==> src/rtl/text_console_buffer.sv <==
// Character buffer with hardware cursor, scroll-up on overflow and hardware clear.
// Optional cursor blink overlay on the read port is enabled with `define CURSOR_BLINK_EN.
module text_console_buffer #(
    parameter int          COLS         = 16,
    parameter int          ROWS         = 4,
    parameter int          RD_ADDR_W    = 8,
    parameter logic [7:0]  FILL_CHAR    = 8'h20,
    parameter int          BLINK_CYCLES = 6000000
) (
    input  logic                        clk,
    input  logic                        reset,
    input  logic                        wr_valid,
    output logic                        wr_ready,
    input  logic [7:0]                  wr_char,
    input  logic [RD_ADDR_W-1:0]        char_addr,
    output logic [7:0]                  char_out,
    output logic                        busy,
    output logic [$clog2(ROWS)-1:0]     cursor_row,
    output logic [$clog2(COLS)-1:0]     cursor_col
);

    localparam int CELLS      = ROWS * COLS;
    localparam int AW         = $clog2(CELLS);
    localparam int IDX_W      = AW + 1;
    localparam int ROW_W      = $clog2(ROWS);
    localparam int COL_W      = $clog2(COLS);
    localparam int SCROLL_LEN = COLS * (ROWS - 1);

    localparam logic [COL_W-1:0] LAST_COL = COL_W'(COLS - 1);
    localparam logic [ROW_W-1:0] LAST_ROW = ROW_W'(ROWS - 1);

    generate
        if (COLS < 2 || ROWS < 2 || (2 ** RD_ADDR_W) < CELLS || BLINK_CYCLES < 1) begin : g_param_check
            $error("text_console_buffer: illegal parameter combination");
        end
    endgenerate

    typedef enum logic [1:0] {
        ST_IDLE,
        ST_SCROLL,
        ST_FILL_ROW,
        ST_CLEAR
    } state_t;

    state_t             state, state_n;
    logic [IDX_W-1:0]   idx, idx_n;
    logic [ROW_W-1:0]   row_n;
    logic [COL_W-1:0]   col_n;
    logic [IDX_W-1:0]   cur_idx;
    logic [AW-1:0]      src;
    logic               we;
    logic [IDX_W-1:0]   waddr;
    logic [7:0]         wdata;
    logic [7:0]         rd_data;
    logic               addr_in_range;

    logic [7:0] mem [2 ** AW];

    assign cur_idx  = IDX_W'(cursor_row) * IDX_W'(COLS) + IDX_W'(cursor_col);
    assign src      = idx[AW-1:0] + AW'(COLS);
    assign wr_ready = (state == ST_IDLE);
    assign busy     = ~wr_ready;

    always_ff @(posedge clk or posedge reset) begin
        if (reset) begin
            state      <= ST_CLEAR;
            idx        <= '0;
            cursor_row <= '0;
            cursor_col <= '0;
        end else begin
            state      <= state_n;
            idx        <= idx_n;
            cursor_row <= row_n;
            cursor_col <= col_n;
        end
    end

    always_comb begin
        state_n = state;
        idx_n   = idx;
        row_n   = cursor_row;
        col_n   = cursor_col;
        we      = 1'b0;
        waddr   = idx;
        wdata   = FILL_CHAR;
        case (state)
            ST_IDLE: begin
                if (wr_valid) begin
                    if (wr_char >= 8'h20 && wr_char <= 8'h7E) begin
                        we    = 1'b1;
                        waddr = cur_idx;
                        wdata = wr_char;
                        if (cursor_col != LAST_COL) begin
                            col_n = cursor_col + COL_W'(1);
                        end else begin
                            col_n = '0;
                            if (cursor_row != LAST_ROW) begin
                                row_n = cursor_row + ROW_W'(1);
                            end else begin
                                state_n = ST_SCROLL;
                                idx_n   = '0;
                            end
                        end
                    end else begin
                        case (wr_char)
                            8'h0A: begin
                                col_n = '0;
                                if (cursor_row != LAST_ROW) begin
                                    row_n = cursor_row + ROW_W'(1);
                                end else begin
                                    state_n = ST_SCROLL;
                                    idx_n   = '0;
                                end
                            end
                            8'h0D: col_n = '0;
                            8'h08: begin
                                if (cursor_col != '0) begin
                                    col_n = cursor_col - COL_W'(1);
                                    we    = 1'b1;
                                    waddr = cur_idx - IDX_W'(1);
                                end
                            end
                            8'h0C: begin
                                row_n   = '0;
                                col_n   = '0;
                                state_n = ST_CLEAR;
                                idx_n   = '0;
                            end
                            default: ;
                        endcase
                    end
                end
            end
            // FILL_ROW continues the same index, so the scroll ends at the last cell.
            ST_SCROLL: begin
                we    = 1'b1;
                wdata = mem[src];
                if (idx == IDX_W'(SCROLL_LEN - 1)) begin
                    state_n = ST_FILL_ROW;
                end
                idx_n = idx + IDX_W'(1);
            end
            ST_FILL_ROW, ST_CLEAR: begin
                we = 1'b1;
                if (idx == IDX_W'(CELLS - 1)) begin
                    state_n = ST_IDLE;
                    idx_n   = '0;
                end else begin
                    idx_n = idx + IDX_W'(1);
                end
            end
            default: state_n = ST_CLEAR;
        endcase
    end

    always_ff @(posedge clk) begin
        if (we && waddr < IDX_W'(CELLS)) begin
            mem[waddr[AW-1:0]] <= wdata;
        end
    end

    assign addr_in_range = ({1'b0, char_addr} < (RD_ADDR_W + 1)'(CELLS));
    assign rd_data       = addr_in_range ? mem[char_addr[AW-1:0]] : FILL_CHAR;

`ifdef CURSOR_BLINK_EN
    localparam int BW = $clog2(BLINK_CYCLES) + 1;

    logic [BW-1:0] blink_cnt;
    logic          blink_phase;
    logic          show_cursor;

    always_ff @(posedge clk or posedge reset) begin
        if (reset) begin
            blink_cnt   <= '0;
            blink_phase <= 1'b0;
        end else if (blink_cnt == BW'(BLINK_CYCLES - 1)) begin
            blink_cnt   <= '0;
            blink_phase <= ~blink_phase;
        end else begin
            blink_cnt <= blink_cnt + BW'(1);
        end
    end

    assign show_cursor = blink_phase && (state == ST_IDLE) &&
                         (32'(char_addr) == 32'(cur_idx));

    always_ff @(posedge clk or posedge reset) begin
        if (reset) begin
            char_out <= FILL_CHAR;
        end else begin
            char_out <= show_cursor ? 8'h5F : rd_data;
        end
    end
`else
    always_ff @(posedge clk or posedge reset) begin
        if (reset) begin
            char_out <= FILL_CHAR;
        end else begin
            char_out <= rd_data;
        end
    end
`endif

endmodule

==> config.mk <==
export PLATFORM = sky130hd
export DESIGN_NAME = text_console_buffer
export DESIGN_NICKNAME = d
export VERILOG_FILES = /design/src/rtl/text_console_buffer.sv
export SDC_FILE = /design/constraint.sdc
export NUM_CORES = 1
export LEC_CHECK = 0
export BUFFER_PORTS_ARGS = -buffer_cell sky130_fd_sc_hd__clkbuf_2
export CORE_MARGIN = 3
export CORE_UTILIZATION = 35
export DETAILED_ROUTE_END_ITERATION = 10
export PLACE_DENSITY_LB_ADDON = 0.3
export SYNTH_ARGS = -nofsm -noshare
export SYNTH_HDL_FRONTEND = slang
export SYNTH_SLANG_ARGS = --single-unit
==> constraint.sdc <==
create_clock -name clk -period 14.2 [get_ports clk]
set_input_delay 2.84 -clock clk [delete_from_list [all_inputs] [get_ports clk]]
set_output_delay 2.84 -clock clk [all_outputs]
set_load 0.1 [all_outputs]
Yosys cells after proc, flatten, opt, wreduce, memory -nomap -nowiden
Memories as Yosys holds them, arrays and structs flattened.
Cells that the tools add are included.
{"block": "classes", "magnitude_cmp": 4, "eq_ne": 18, "add_sub_neg": 7, "n_bitwise": 1, "muxes": 39, "n_reduce_logical": 13}
{"operator": "7-bit 2-to-1 mux", "n": 10}
{"operator": "8-bit by 4-bit == test with 1-bit output (second input constant)", "n": 4}
{"operator": "8-bit 2-to-1 mux", "n": 3}
{"operator": "7-bit case mux with 3 select lines", "n": 1}
{"operator": "2-bit 2-to-1 mux", "n": 9}
{"operator": "8-bit case mux with 2 select lines", "n": 1}
{"operator": "7-bit by 6-bit == test with 1-bit output (second input constant)", "n": 2}
{"operator": "7-bit case mux with 2 select lines", "n": 1}
{"operator": "4-bit 2-to-1 mux", "n": 3}
{"operator": "2-bit inequality test (second input constant)", "n": 5}
{"operator": "8-bit by 6-bit greater-or-equal comparator with 1-bit output (second input constant)", "n": 1}
{"operator": "8-bit by 7-bit <= comparator with 1-bit output (second input constant)", "n": 1}
{"operator": "8-bit by 7-bit < comparator with 1-bit output (second input constant)", "n": 1}
{"operator": "2-bit case mux with 2 select lines", "n": 2}
{"operator": "4-bit case mux with 2 select lines", "n": 1}
{"operator": "4-bit AND reduction", "n": 2}
{"operator": "6-bit by 4-bit adder with 7-bit output", "n": 1}
{"operator": "7-bit by 1-bit adder with 7-bit output (second input constant)", "n": 1}
{"operator": "7-bit < comparator (second input constant)", "n": 1}
{"operator": "7-bit by 1-bit subtractor with 7-bit output (second input constant)", "n": 1}
{"operator": "6-bit by 5-bit adder with 6-bit output (second input constant)", "n": 1}
{"operator": "1-bit 2-to-1 mux", "n": 6}
{"operator": "3-bit inequality test (second input constant)", "n": 2}
{"operator": "2-bit case mux with 3 select lines", "n": 1}
{"operator": "17 further kinds", "n": 21}
{"block": "word_totals", "ramBits": 512, "in_bits": 19, "memories": 1, "output_inout_bits": 16, "wordCells": 88, "reg_bits": 23}
{"memory": "mem", "words": 64, "word_bits": 8, "rd": 2, "rd_ports_with_merged_regs": 0, "wr": 1, "line_no": "57", "text": "logic [7:0] mem [2 ** AW];"}

Longest topological paths before layout
Gate-level depths: netlist of the first run.
{"block": "depth", "word_depth": 11, "depth_mapped": 12, "mapped_depth_nobuf": 8}

Least setup slack after synthesis of the first run
OpenSTA, ideal clock, no wires.
{"block": "synth_path", "path_kind": "input to register", "from": "in wr_valid", "to": "mem mem[0][5], data pin", "arrival_ns": 5.777, "path_slack_ns": 7.742, "cell_stages": 5, "path_buffers": 1, "setup_ns": 0.681, "path_cell_list": "and2_1 -> buf_4 -> nand3_1 -> o32ai_1 -> nor3_1"}
{"block": "synth_between", "elab_chain_len": 2}
{"item": "start: declaration", "line_no": "12", "text": "input logic wr_valid,"}
{"item": "8-bit 2-to-1 mux", "line_no": "88", "text": "if (wr_valid) begin"}
{"item": "8-bit case mux with 2 select lines", "line_no": "86", "text": "case (state)"}
{"item": "net wdata[5]", "line_no": "53", "text": "logic [7:0] wdata;"}
{"item": "end: declaration", "line_no": "57"}
The timed path passes the listed nets, and every way through them passes these cells.

Final worst setup path of the first run
{"block": "layout_path", "from": "in char_addr[0]", "to": "reg char_out[7]"}
{"block": "layout_between", "elab_chain_len": 2}
{"item": "start: declaration", "line_no": "15", "text": "input logic [RD_ADDR_W-1:0] char_addr,"}
{"item": "memory 64 x 8 bit or 8-bit by 7-bit < comparator with 1-bit output (tied branches)"}
{"item": "8-bit 2-to-1 mux (*)", "line_no": "163", "text": "assign rd_data = addr_in_range ? mem[char_addr[AW-1:0]] : FILL_CHAR;"}
{"item": "net rd_data[7]", "line_no": "54", "text": "logic [7:0] rd_data;"}
{"item": "end signal: assignment", "line_no": "199", "text": "char_out <= rd_data;"}
{"item": "end: declaration", "line_no": "16", "text": "output logic [7:0] char_out,"}
The timed path passes the listed nets; every way through them passes the cells marked *.
A chain may end at the register's enable or synchronous reset.

==> summary.txt, run 1 <==
Floorplan
  – Die ar.: 77600 sq um
  – Core area: 73200 sq um
  – Initial Utilization: 35.5%
  – Chip Height: 279 um
  – Die Span X: 279 um
  – IO Pins: 35
  – Row count: 99

Clock network
  – Clk slew on worst S/H paths: 0.06 ns
  – CTS Buf Count: 55
  – CTS tree: done
  – Post-CTS Setup Inserts: 0
  – Clk sinks: 535
  – # hold bufs at CTS: 0
  – Clock Latency Late Sink: 0.62 ns
  – Post-cts gate resize count: 0
  – H-Tree Depth: 2
  – Clk buf depth: 3
  – Root Buffer: clkbuf_16

Logic synthesis
  – Compound-Gate Fraction of Synth Area: 4.79%
  – Post-synth EDFFs: 512
  – Yosys reg bits: 535
  – Dominant synthesized flop cell: edfxtp_1
  – Yosys top cell area share: 59.2%
  – Synthesized area per cell: 18.2 sq um
  – Top-count cell post-synth: edfxtp_1
  – Syn_nets: 1449
  – Mux cell area share after synthesis: 25.6%
  – Post-synth top cells: edfxtp_1, mux4_2, nand2_1
  – Post-synthesis sequential area ratio: 61.4%
  – XOR/XNOR Fraction of Synth Area: 0.0337%
  – Dominant cell type by area after synthesis: edfxtp_1
  – Warnings from Yosys: 0
  – Synthesized netlist cell count: 1425
  – Post-Synth Adder-Cell Area: 0.241%
  – Top cells by area, synth: edfxtp_1, mux4_2, mux2i_1
  – Synth Cell Area: 26000 sq um
  – Ys async rst share: 4.30%
  – Simple-Gate Fraction of Synth Area: 5.21%
  – Library cells used by synthesis: 69
  – Largest family of logic cells by synthesized area: multiplexers

Setup path
  – Critical path fanouts, max: 46
  – Crit Path Class: primary input to register
  – Crit path launch: char_addr[0]
  – Required @ worst endpoint: 14.69 ns
  – Critical path cell sequence: clkbuf_8 > buf_4 > buf_4 > mux4_2 > nor2b_1 > a2111oi_0 > a211oi_1 > o21ai_0 > o31ai_1
  – Worst path bufs/invs: 3
  – Arr. time, crit path: 6.66 ns
  – Most common cell on crit path: buf_4
  – Critical R2R Launch: idx[0]
  – CP Capture Type: register
  – Worst path slowest cell: buf_4
  – Crit-path leading delay family: buffers and inverters
  – Crit-path max cell delay: 0.77 ns
  – Startpoint types: primary input

Detailed routing
  – Drt first pass iters: 5
  – Ratio of routed vias to standard cells: 6.23
  – Routed WL: 79.1 mm
  – Drt drc: 0
  – Final antenna-violating net count: 0
  – Vias: 15400
  – Initial drt markers: 1927
  – Routed len/inst: 31.9 um

Global route
  – GRT Util Overall: 20.4%
  – Largest net degree at the start of global routing: 65
  – Antenna violations before repair: 0
  – GRT overflow: 0
  – First-pass GRT wire length: 115 mm
  – Vias in the first global route: 15500

Cells and area
  – Layout area overhead: 12.9%
  – Layout Nets: 1501
  – Antenna diodes: 0
  – Final Util: 40.1%
  – Final non-filler cell total: 2478
  – Share of cells above drive strength 1: 35.6%

STA
  – Hold Fails Final Rpt: 0
  – Fin Clk Skew: 0.0212 ns
  – RSZ-0062 raised after global routing: false
  – Tmin final: 6.17 ns
  – Slew headroom: 11.2%
  – Setup violations, final: 0
  – Fmax: 0.162 GHz
  – Slew Limit Fails: 0
  – Worst setup margin: 8.03 ns
  – Worst Tran Pin Value: 1.33 ns
  – Setup TNS: 0 ns
  – Tcrit/Tclk final: 43.4%

Placement
  – RD Place Congestion: 0.874
  – Setup slack at placement: 7.28 ns
  – PortBufs: 34
  – Post-Place Cells: 2379
  – Post-DP HPWL: 50.1 mm

Power and ir drop
  – Leakage: 0.00760 uW
  – PwrDens: 111 nW/um^2
  – Peak VDD IR: 75.7 uV

Flow run
  – MaxCap Viol Count: 0

Worst hold path
  – HP Start: state[0]
  – Min-delay worst type: register to register

Run status
  – Status: complete, no violations
-- tightest hold or removal path, delay by kind of cell (launching register included) --
family	cells	cell delay (ns)
DFF	1	0.38
AOI/OAI and AO/OA	1	0.09
buffers and inverters	1	0.08
-- flip-flops by register name, indices dropped and copies added (netlist names) --
register,count
cursor_col,4
mem,512
idx,7
cursor_row,2
state,2
char_out,8
-- path summary, 6_finish.rpt --
check                           slack [ns]     endpoint  depth (start not counted)
worst max-delay path                  8.03  char_out[7]                          9
worst min-delay path                  0.56     state[0]                          2
worst max register to register        8.76   mem[20][3]                          9
worst min register to register        0.56     state[0]                          2
max in group asynchronous            11.58  char_out[5]                          3
min in group asynchronous             2.29       idx[1]                          3
-- per-stage QoR --
step / hold slack [ns] / instance area [sq um] / power, uW
after floorplan: 0.512 / 26000 / 1810
after global placement: 0.532 / 27600 / 1840
after detailed placement: 0.544 / 27600 / 1840
after CTS: 0.554 / 29400 / 3300
after global routing: 0.599 / 29400 / 3360
final: 0.555 / 29400 / 3270
-- per-layer routing --
| metal | routed length, um | track usage [%] |
|---|---|---|
| met1 | 32400 | 29.2 |
| met2 | 36700 | 31.5 |
| met3 | 6790 | 3.35 |
| met4 | 3250 | 7.76 |
| met5 | 0 | 0 |
-- cells in the final DEF (no fill, tap or decap), drive strengths merged, types with 4 or more instances in the layout --
cell type    n
a22oi       14
mux2i       52
a211oi      16
nand3       21
inv         15
nand2b       9
and2         8
a221oi       4
bufinv       7
o21ai       39
o31ai        9
dfrtp       20
a221o        4
clkbuf      94
nor2b       21
buf         75
nor4        16
ha           5
clkinv      27
a21oi       33
mux2         7
nor2        44
mux4       269
o22ai        6
o211ai       8
a31oi       10
edfxtp     512
a311oi       4
nor3        60
or3          4
nand2       59
a2111oi     12
-- area by class of cell --
class,count,area (sq um)
inverter,15,57.6
fill,6501,43900
sequential,535,16000
clock inverter,37,372
clock buffer,62,1420
timing repair buffer,107,733
multi-input combinational,763,9600
tap,959,1200
-- report_power, final --
group	internal, uW	switching (uW)	total, uW	leakage (uW)
Clock	845	621	1470	0.000871
Sequential	1700	3.30	1710	0.00410
Combinational	32.0	66.9	98.8	0.00262
Total	2580	691	3270	0.00760
-- kinds of logic after synthesis --
family | Yosys count
multiplexers | 328
adder cells (fa/ha/maj) | 5
buffers and inverters | 127
AO/OA/AOI/OAI | 178
flip-flops | 535
AND/OR/NAND/NOR | 251
XOR/XNOR | 1
No activity file was read; power rests on OpenSTA's default activity.
==> run 2, diff against run 1 <==
==> constraint.sdc (replaced) <==
create_clock -name clk -period 6.4 [get_ports clk]
set_input_delay 1.28 -clock clk [delete_from_list [all_inputs] [get_ports clk]]
set_output_delay 1.28 -clock clk [all_outputs]
set_load 0.1 [all_outputs]
==> run 2 against run 1 <==
Clock-buffer cell count stayed put. Sequential power is 120% higher. Combinational power is 120% higher. Power is 120% higher. Routed wire length is 1.8% lower. First-iteration DRC count is 5.2% lower. Critical endpoint is now mem[41][6]. Largest cell class unchanged. Highest routed layer unchanged.
==> summary.txt, run 2 (synthesis results as in run 1) <==
Run status
  – Status: complete, no violations

Setup path
  – Critical path cell sequence: inv_1 > ha_1 > nand2b_1 > o2111ai_1 > a21oi_4 > o221a_2 > nand2_1 > nor4_2
  – Worst reg2reg path depth: 8
  – Worst path slowest cell: nor4_2
  – Arr. time, crit path: 4.63 ns
  – Crit-path max cell delay: 1.30 ns
  – FF-to-FF End: mem[41][6]
  – Required @ worst endpoint: 6.61 ns
  – Critical R2R Launch: cursor_col[0]
  – Critical path fanouts, max: 16
  – Crit Path Class: register to register
  – CP Capture Type: register
  – Startpoint types: register
  – Setup slack, reg-to-reg: 1.98 ns

STA
  – Setup violations, final: 0
  – RSZ-0062 raised after global routing: false
  – Fmax: 0.226 GHz
  – Slew Limit Fails: 0
  – Fin Clk Skew: 0.0144 ns
  – Hold WS: 0.569 ns
  – Tmin final: 4.42 ns
  – Hold Fails Final Rpt: 0
  – Worst Tran Pin Value: 1.28 ns
  – Worst setup margin: 1.98 ns
  – Setup TNS: 0 ns
  – Slew headroom: 14.2%
  – Tcrit/Tclk final: 69.1%

Clock network
  – H-Tree Depth: 2
  – Clk sinks: 535
  – CTS Buf Count: 52
  – Post-cts gate resize count: 0
  – Clk slew on worst S/H paths: 0.06 ns
  – CTS tree: done
  – Clock Latency Late Sink: 0.60 ns
  – Post-CTS Setup Inserts: 0
  – Clk buf depth: 3
  – # hold bufs at CTS: 0
  – Root Buffer: clkbuf_16

Detailed routing
  – Drt first pass iters: 5
  – Ratio of routed vias to standard cells: 6.18
  – Vias: 15200
  – Routed len/inst: 31.6 um
  – Final antenna-violating net count: 0
  – Routed WL: 77.8 mm
  – Drt drc: 0
  – Initial drt markers: 1826

Global route
  – GRT overflow: 0
  – Antenna violations before repair: 1
  – GRT Util Overall: 20.0%
  – First-pass GRT wire length: 113 mm
  – Vias in the first global route: 15100
  – Largest net degree at the start of global routing: 78

Floorplan
  – Chip Height: 279 um
  – Die ar.: 77600 sq um
  – IO Pins: 35
  – Initial Utilization: 35.5%
  – Die Span X: 279 um
  – Row count: 99
  – Core area: 73200 sq um

Power and ir drop
  – Peak VDD IR: 193 uV
  – Leakage: 0.00746 uW
  – PwrDens: 246 nW/um^2

Worst hold path
  – Hold path depth: 2
  – WHS Endpoint: state[0]
  – Min-delay worst type: register to register
  – HP Start: state[0]

Placement
  – PortBufs: 34
  – Setup slack at placement: 1.57 ns
  – RD Place Congestion: 0.933
  – Post-DP HPWL: 50.9 mm

Cells and area
  – Most frequent cells in the layout: edfxtp_1, mux4_2, nand2_1, clkbuf_16, mux2i_1
  – Largest register FFs: 512
  – FF/Latch Area: 16000 sq um
  – Final Util: 39.7%
  – Layout Nets: 1480
  – Most common library cell in the layout ignoring fill and taps: edfxtp_1
  – Layout area overhead: 11.7%
  – Filler cell count: 6471
  – Footprint of the multi-input gates: 9440 sq um
  – Share of cells above drive strength 1: 34.0%

Flow run
  – MaxCap Viol Count: 0
run 2: changes by cell type in the layout (fill, tap and decap cells not counted), sizes merged:
cell      change
buf          -18
clkinv        -6
clkinvlp      +3
inv           +2
bufinv        -1
diode         +1
run 2: cell type report:
type,instances,area share (%)
Clock buffer,62,4.68
Sequential cell,535,55.0
Tap cell,959,4.13
Multi-Input combinational cell,763,32.5
Timing Repair Buffer,89,2.22
Antenna cell,1,0.00862
Clock inverter,35,1.22
Inverter,15,0.198
run 2: through the flow:
step	total power (uW)	instances	instance area, sq um
after CTS	7190	2458	29000
after floorplan	4010	1425	26000
final	7140	2459	29000
after detailed placement	4080	2361	27300
after global routing	7340	2458	29000
after global placement	4080	2360	27300
run 2: worst max path at each step:
| stage | from | slack (ns) | endpoint |
|---|---|---|---|
| 3_3_place_gp | wr_valid | 1.65 | mem[2][7] |
| 6_report | cursor_col[0] | 1.98 | mem[41][6] |
| 3_5_place_dp | wr_char[7] | 1.57 | mem[20][6] |
| 2_1_floorplan | state[1] | 1.14 | mem[0][5] |
| 4_1_cts | cursor_col[0] | 2.03 | mem[20][2] |
| 5_1_grt | cursor_col[0] | 1.72 | mem[4][0] |
run 2: worst max-delay path: cells and delay by family (launching register included):
kind / cells / cell delay, ns
and+or+nand+nor: 3 / 2.09
AOI/OAI and AO/OA: 3 / 0.83
DFF: 1 / 0.64
adders and majority gates: 1 / 0.32
buffers and inverters: 1 / 0.15
run 2: per-layer routing:
layer  global-route usage, %  part of all wire [%]  up-vias
met3                    3.75                   8.7      108
met4                    5.59                   2.9        0
li1                        -                     -     6141
met1                    28.9                    42     8137
met2                    31.3                    46      799
met5                       0                     0        -
run 2: power breakdown:
part / switching, uW / leakage, uW / total [uW] / internal, uW
Clock: 1360 / 0.000828 / 3140 / 1770
Sequential: 4.59 / 0.00410 / 3780 / 3780
Combinational: 145 / 0.00253 / 218 / 72.9
Total: 1510 / 0.00746 / 7140 / 5620
==> run 3, diff against run 2 <==
==> constraint.sdc (replaced) <==
create_clock -name clk -period 4.5 [get_ports clk]
set_input_delay 0.9 -clock clk [delete_from_list [all_inputs] [get_ports clk]]
set_output_delay 0.9 -clock clk [all_outputs]
set_load 0.1 [all_outputs]
==> run 3 against run 2 <==
Sequential power up 42%. First-iteration DRC count grew 20%. Clock power is 45% higher. Core utilization grew 0.98 points. Setup slack worse by 1.2 ns. Largest cell class unchanged. Clock-buffer cell count rose by 1. Flip-flop and latch count unchanged.
==> summary.txt, run 3 (synthesis results as in run 1) <==
Run status
  – Status: complete, no violations

Detailed routing
  – Final antenna-violating net count: 0
  – Routed WL: 79.5 mm
  – Drt drc: 0
  – Initial drt markers: 2191
  – Ratio of routed vias to standard cells: 6.11
  – Vias: 15500
  – Routed len/inst: 31.3 um
  – Drt first pass iters: 5

Global route
  – Vias in the first global route: 15600
  – GRT overflow: 0
  – Largest net degree at the start of global routing: 65
  – First-pass GRT wire length: 115 mm
  – GRT Util Overall: 20.6%
  – Antenna violations before repair: 0

Placement
  – Setup slack at placement: 0.528 ns
  – RD Place Congestion: 0.924
  – PortBufs: 34
  – Post-DP HPWL: 53.6 mm

Setup path
  – FF-to-FF End: mem[61][1]
  – Critical path fanouts, max: 9
  – Startpoint types: register
  – Required @ worst endpoint: 4.72 ns
  – Critical R2R Launch: cursor_col[1]
  – CP Capture Type: register
  – Setup slack, reg-to-reg: 0.81 ns
  – Worst reg2reg path depth: 8
  – Setup crit end: mem[61][1]
  – Arr. time, crit path: 3.90 ns
  – Crit Path Class: register to register
  – Crit path launch: cursor_col[1]

STA
  – Fmax: 0.271 GHz
  – RSZ-0062 raised after global routing: false
  – Worst Tran Pin Value: 1.35 ns
  – Tcrit/Tclk final: 81.9%
  – Worst setup margin: 0.815 ns
  – Setup TNS: 0 ns
  – Setup violations, final: 0
  – Slew headroom: 9.71%
  – Slew Limit Fails: 0
  – Hold WS: 0.524 ns
  – Tmin final: 3.69 ns
  – Fin Clk Skew: 0.0227 ns
  – Hold Fails Final Rpt: 0

Clock network
  – Clk sinks: 535
  – H-Tree Depth: 2
  – Root Buffer: clkbuf_16
  – CTS Buf Count: 55
  – CTS tree: done
  – # hold bufs at CTS: 0
  – Clk buf depth: 3
  – Clk slew on worst S/H paths: 0.07 ns
  – Post-cts gate resize count: 0
  – Post-CTS Setup Inserts: 0
  – Clock Latency Late Sink: 0.63 ns

Power and ir drop
  – Leakage: 0.00792 uW
  – PwrDens: 345 nW/um^2
  – Pwr Total: 10300 uW
  – Peak VDD IR: 262 uV

Cells and area
  – Layout Nets: 1559
  – Most frequent cells in the layout: edfxtp_1, mux4_2, buf_4, nand2_1, clkbuf_16
  – Layout area overhead: 14.5%
  – Antenna diodes: 0
  – Share of cells above drive strength 1: 37.3%
  – Final Util: 40.6%
  – Largest register FFs: 512
  – Most common library cell in the layout ignoring fill and taps: edfxtp_1

Floorplan
  – Die ar.: 77600 sq um
  – IO Pins: 35
  – Row count: 99
  – Die Span X: 279 um
  – Initial Utilization: 35.5%
  – Core area: 73200 sq um
  – Chip Height: 279 um

Worst hold path
  – Min-delay worst type: primary input to async pin

Flow run
  – MaxCap Viol Count: 0
## run 3: changes by cell type in the layout (fill, tap and decap cells not counted), moves of 2 or more
cell	previous run	this run
buf_12	4	13
a221o_4	2	0
clkbuf_16	53	55
clkinv_2	12	14
clkbuf_1	9	6
buf_4	50	118
clkbuf_8	1	3
a221o_2	2	4
clkinv_1	7	11
## run 3: power by group
| group | internal [uW] | switching [uW] | leakage (uW) |
|---|---|---|---|
| logic | 110 | 218 | 0.00296 |
| registers | 5380 | 7.20 | 0.00410 |
| clock network | 2570 | 1990 | 0.000865 |
| total | 8060 | 2220 | 0.00792 |
## run 3: cell type report
type	count	area (sq um)
Clock buffer	63	1430
Clock inverter	39	353
Fill cell	6428	43500
Inverter	15	57.6
Multi-Input combinational cell	763	9410
Sequential cell	535	16000
Tap cell	959	1200
Timing Repair Buffer	165	1330
## run 3: metal layers
metal	part of all wire, %	global-route usage (%)
met5	0	0
met1	41	28.8
met3	8.6	3.90
met4	3.7	7.14
met2	47	32.4
## run 3: how the worst min path moves through the flow
| stage | startpoint | to | depth (start not counted) |
|---|---|---|---|
| 4_1_cts | wr_valid | state[1] | 3 |
| 3_5_place_dp | state[0] | state[0] | 2 |
| 6_report | reset | idx[1] | 2 |
| 2_1_floorplan | state[0] | state[0] | 2 |
| 3_3_place_gp | state[0] | state[0] | 2 |
| 5_1_grt | wr_valid | state[1] | 3 |
## run 3: worst max-delay path: stages, from the launching register on
cell and delay, ns:
dfrtp_1 0.52, inv_1 0.08, ha_1 0.28, nand2b_1 0.15, o2111ai_1 0.22, a21oi_4 0.37
o22ai_4 0.13, or2_1 0.37, nor4_2 1.16
## run 3: per-stage QoR
stage / cell area (sq um) / cells
floorplan: 26000 / 1425
finish: 29700 / 2539
global route: 29700 / 2539
global placement: 28000 / 2437
detailed placement: 28000 / 2437
CTS: 29700 / 2539
